`config.mk`:
```
export PLATFORM = sky130hd
export DESIGN_NAME = uart_multibyte_transmitter
export DESIGN_NICKNAME = d
export VERILOG_FILES = /design/src/rtl/uart_multibyte_transmitter.sv
export SDC_FILE = /design/constraint.sdc
export NUM_CORES = 1
export LEC_CHECK = 0
export CAP_MARGIN = 20
export CORE_MARGIN = 4
export CORE_UTILIZATION = 58
export DETAILED_ROUTE_END_ITERATION = 12
export MAX_ROUTING_LAYER = met4
export PLACE_DENSITY = 0.85
export SYNTH_ARGS = -nofsm -noshare
export SYNTH_HDL_FRONTEND = slang
export SYNTH_SLANG_ARGS = --single-unit
```
`constraint.sdc`:
```
create_clock -name clk -period 7.2 [get_ports clk]
set_input_delay 1.08 -clock clk [delete_from_list [all_inputs] [get_ports clk]]
set_output_delay 1.08 -clock clk [all_outputs]
set_load 0.1 [all_outputs]
```
`src/rtl/uart_multibyte_transmitter.sv`:
```
// UART 8N1 transmitter for fixed-length multi-byte messages.
// Bytes go out most-significant first, each LSB-first, back to back with no gap.
module uart_multibyte_transmitter #(
  parameter int CLK_CYCLES    = 33,
  parameter int MSG_LOG_WIDTH = 2
) (
  input  logic                                clk,
  input  logic                                reset_n,
  input  logic [8*(2**MSG_LOG_WIDTH)-1:0]     data,
  input  logic                                valid,
  output logic                                ready,
  output logic                                uart_tx
);

  localparam int N   = 2 ** MSG_LOG_WIDTH;
  localparam int W   = 8 * N;
  localparam int BW  = (CLK_CYCLES > 1) ? $clog2(CLK_CYCLES) : 1;
  // A single-byte message still needs a 1-bit byte counter to stay legal.
  localparam int BCW = (MSG_LOG_WIDTH > 0) ? MSG_LOG_WIDTH : 1;

  localparam logic [BW-1:0]  BAUD_LAST = BW'(CLK_CYCLES - 1);
  localparam logic [BCW-1:0] BYTE_LAST = BCW'(N - 1);

  typedef enum logic [1:0] {
    ST_IDLE,
    ST_START,
    ST_DATA,
    ST_STOP
  } state_t;

  state_t         state_q, state_d;
  logic [BW-1:0]  baud_q, baud_d;
  logic [2:0]     bit_q, bit_d;
  logic [BCW-1:0] byte_q, byte_d;
  logic [W-1:0]   msg_q, msg_d;
  logic           tx_q, tx_d;
  logic           baud_wrap;
  logic [7:0]     cur_byte_d;

  assign ready   = (state_q == ST_IDLE);
  assign uart_tx = tx_q;

  // State, counters, message register and line flop.
  always_ff @(posedge clk or negedge reset_n) begin
    if (!reset_n) begin
      state_q <= ST_IDLE;
      baud_q  <= '0;
      bit_q   <= '0;
      byte_q  <= '0;
      msg_q   <= '0;
      tx_q    <= 1'b1;
    end else begin
      state_q <= state_d;
      baud_q  <= baud_d;
      bit_q   <= bit_d;
      byte_q  <= byte_d;
      msg_q   <= msg_d;
      tx_q    <= tx_d;
    end
  end

  // Next-state logic; the line level is derived from the next state so that
  // uart_tx comes straight from a flop and changes on the same edge as state.
  always_comb begin
    state_d   = state_q;
    baud_d    = baud_q;
    bit_d     = bit_q;
    byte_d    = byte_q;
    msg_d     = msg_q;
    baud_wrap = (baud_q == BAUD_LAST);

    case (state_q)
      ST_IDLE: begin
        if (valid) begin
          state_d = ST_START;
          msg_d   = data;
          byte_d  = '0;
          baud_d  = '0;
          bit_d   = '0;
        end
      end

      ST_START: begin
        if (baud_wrap) begin
          baud_d  = '0;
          bit_d   = '0;
          state_d = ST_DATA;
        end else begin
          baud_d = baud_q + 1'b1;
        end
      end

      ST_DATA: begin
        if (baud_wrap) begin
          baud_d = '0;
          if (bit_q == 3'd7) begin
            bit_d   = '0;
            state_d = ST_STOP;
          end else begin
            bit_d = bit_q + 3'd1;
          end
        end else begin
          baud_d = baud_q + 1'b1;
        end
      end

      ST_STOP: begin
        if (baud_wrap) begin
          baud_d = '0;
          if (byte_q == BYTE_LAST) begin
            state_d = ST_IDLE;
          end else begin
            byte_d  = byte_q + 1'b1;
            msg_d   = msg_q << 8;
            state_d = ST_START;
          end
        end else begin
          baud_d = baud_q + 1'b1;
        end
      end

      default: begin
        state_d = ST_IDLE;
      end
    endcase

    cur_byte_d = msg_d[W-1 -: 8];

    case (state_d)
      ST_START: tx_d = 1'b0;
      ST_DATA:  tx_d = cur_byte_d[bit_d];
      default:  tx_d = 1'b1;
    endcase
  end

endmodule

```
==> impl_metrics.env <==
export IMPL_status="complete, no violations"
export IMPL_rsz0062_at_grt="false"
export IMPL_core_area_um2=4000
export IMPL_yosysTopAreaCell="dfrtp_1"
export IMPL_cts_setup_buffers=0
export IMPL_fin_tns_setup_ns=0
export IMPL_power_density_nw_per_um2=163
export IMPL_setup_violations_final=0
export IMPL_yosys_warnings=0
export IMPL_die_height_um=72.4
export IMPL_fp_dieArea_um2=5240
export IMPL_synth_area_um2=2400
export IMPL_root_buffer="clkbuf_8"
export IMPL_cts_buffers=5
export IMPL_critPathLaunchType="flop"
export IMPL_dp_hpwl_mm=3.66
export IMPL_clock_sinks=46
export IMPL_yosys_cell_types_count=44
export IMPL_slew_headroom_pct=35.9
export IMPL_synth_edff_count=0
export IMPL_viasPerCell=6.05
export IMPL_async_flop_share_pct=100
export IMPL_syn_avg_cell_area_um2=10.3
export IMPL_fin_skew_ns=0.00297
export IMPL_drt_iter0_markers=213
export IMPL_timing_worst_setup_path_type="reg2out"
export IMPL_finalPower_w=0.000477
export IMPL_synth_flop_cell="dfrtp_1"
export IMPL_finalCriticalPeriod_ns=3.71
export IMPL_die_w_um=72.4
export IMPL_numPortBuffers=36
export IMPL_clock_latency_ns=0.29
export IMPL_ys_top_cells_by_area="dfrtp_1 47%, a22oi_1 6.6%, o21ai_0 5.6%"
export IMPL_period_share_pct=51.6
export IMPL_cts_tree="done"
export IMPL_gp_congestion=0.823
export IMPL_ctsHtreeMaxLevel=2
export IMPL_syn_inst=233
export IMPL_cp_required_ns=6.12
export IMPL_wl_per_cell_um=16.4
export IMPL_ys_seq_area_share_pct=47.9
export IMPL_grt_pass1_wl_mm=8.23
export IMPL_antenna_found_initial=0
export IMPL_io_pins=37
export IMPL_cp_arrival_ns=2.63
export IMPL_drc=0
export IMPL_clkTransAtPathRegs_ns=0.08
export IMPL_placedCellCount=308
export IMPL_netlist_top_cells_count="45 x dfrtp_1, 27 x o21ai_0, 24 x nand2_1"
export IMPL_drive_gt1_share_pct=10.1
export IMPL_fin_nets=311
export IMPL_grt_start_max_net_pins=47
export IMPL_hold_class="reg2reg"
export IMPL_hold_viol_final=0
export IMPL_final_antenna_net_count=0
export IMPL_syn_to_final_growth_pct=21.6
export IMPL_gr_usage_all_layers_pct=20.7
export IMPL_cp_end_kind="output port"
export IMPL_synth_nets=277
export IMPL_yosys_area_top_type_share_pct=46.8
export IMPL_path_max_fanout=18
export IMPL_rows=23
export IMPL_synth_most_common_cell="dfrtp_1"
export IMPL_slew_viol_final=0
export IMPL_dr_total_vias=1924
export IMPL_gr_total_overflow=0
export IMPL_antenna_diode_count=0
export IMPL_final_cell_count_no_fill=318
export IMPL_drv_cap=0
export IMPL_post_cts_resized=0
export IMPL_ys_seq_elements=46
export IMPL_fmax_ghz=0.269
export IMPL_leakage_nw=1.25
export IMPL_worstMarginPinSlew_ns=0.959
export IMPL_holdBufCountCts=0
export IMPL_first_global_vias=1815
export IMPL_peakVddDrop_mv=0.145
export IMPL_cts_buffer_depth=2
export IMPL_dr_pass1_iters=5
export IMPL_start_util_pct=60.1
export IMPL_routed_wl_mm=5.23
-- metrics by stage --
stage | hold slack (ns) | utilization [%] | worst slack [ns] | instance area, um^2
floorplan | 0.450 | - | 4.30 | 2400
global placement | 0.462 | 69.4 | 3.80 | 2780
detailed placement | 0.470 | 69.4 | 3.74 | 2780
CTS | 0.488 | 72.3 | 3.49 | 2890
global route | 0.522 | 73.1 | 3.41 | 2920
finish | 0.483 | 73.1 | 3.49 | 2920
-- layer usage --
| layer | up-vias | share of wire, % | global-route usage [%] |
|---|---|---|---|
| li1 | 927 | - | - |
| met1 | 922 | 45 | 26.3 |
| met2 | 70 | 48 | 33.4 |
| met3 | 5 | 6.1 | 5.40 |
| met4 | 0 | 0.73 | 5.12 |
| met5 | - | 0 | - |
-- state kept, by name (all words and copies together), names as in the netlist --
name	count
bit_q	3
baud_q	6
uart_tx	1
state_q	2
msg_q	32
byte_q	2
-- where the power goes --
group / switching, W / internal [W]
combinational: 0.00000879 / 0.0000173
sequential: 0 / 0.000258
clock: 0.0000796 / 0.000113
total: 0.0000884 / 0.000388
-- worst max-delay path: stages (launching register included) --
cell,delay (ns)
dfrtp_1,0.42
inv_1,0.12
ha_1,0.55
clkdlybuf4s50_1,1.25
-- kinds of logic after synthesis --
family          synth area share (%)
flops                           47.9
compound gates                  25.3
fa+ha+maj                       4.68
mux                             1.56
simple gates                    17.2
buf+inv                         3.33
-- layout by cell type, fill, tap and decap left out, drive strengths merged, types with 7 or more instances in the layout --
cell type | Yosys | layout
inv | 7 | 7
a22oi | 21 | 21
ha | 9 | 9
o21ai | 27 | 27
clkdlybuf4s50 | 0 | 35
nand2 | 25 | 25
a221o | 7 | 7
dfrtp | 45 | 45
nor2b | 14 | 14
nor2 | 11 | 11
a22o | 12 | 12
clkbuf | 10 | 7
-- area by class of cell --
type                       count  area [um^2]
timing repair buffer          39          394
fill                         294         1080
clock inverter                 1         30.0
clock buffer                   7         86.3
multi-input combinational    168         1170
tap                           50         62.6
sequential                    46         1150
inverter                       7         26.3
-- final timing paths --
path	startpoint	endpoint	slack, ns	cells after the start
setup / recovery	state_q[0]	ready	3.49	3
hold / removal	msg_q[8]	msg_q[8]	0.48	2
setup reg to reg	state_q[0]	uart_tx	4.29	9
hold reg to reg	msg_q[8]	msg_q[8]	0.48	2
max in group asynchronous	reset_n	uart_tx	6.12	2
min in group asynchronous	reset_n	baud_q[5]	0.59	1
Note: power is estimated with default switching activity, not from simulation.
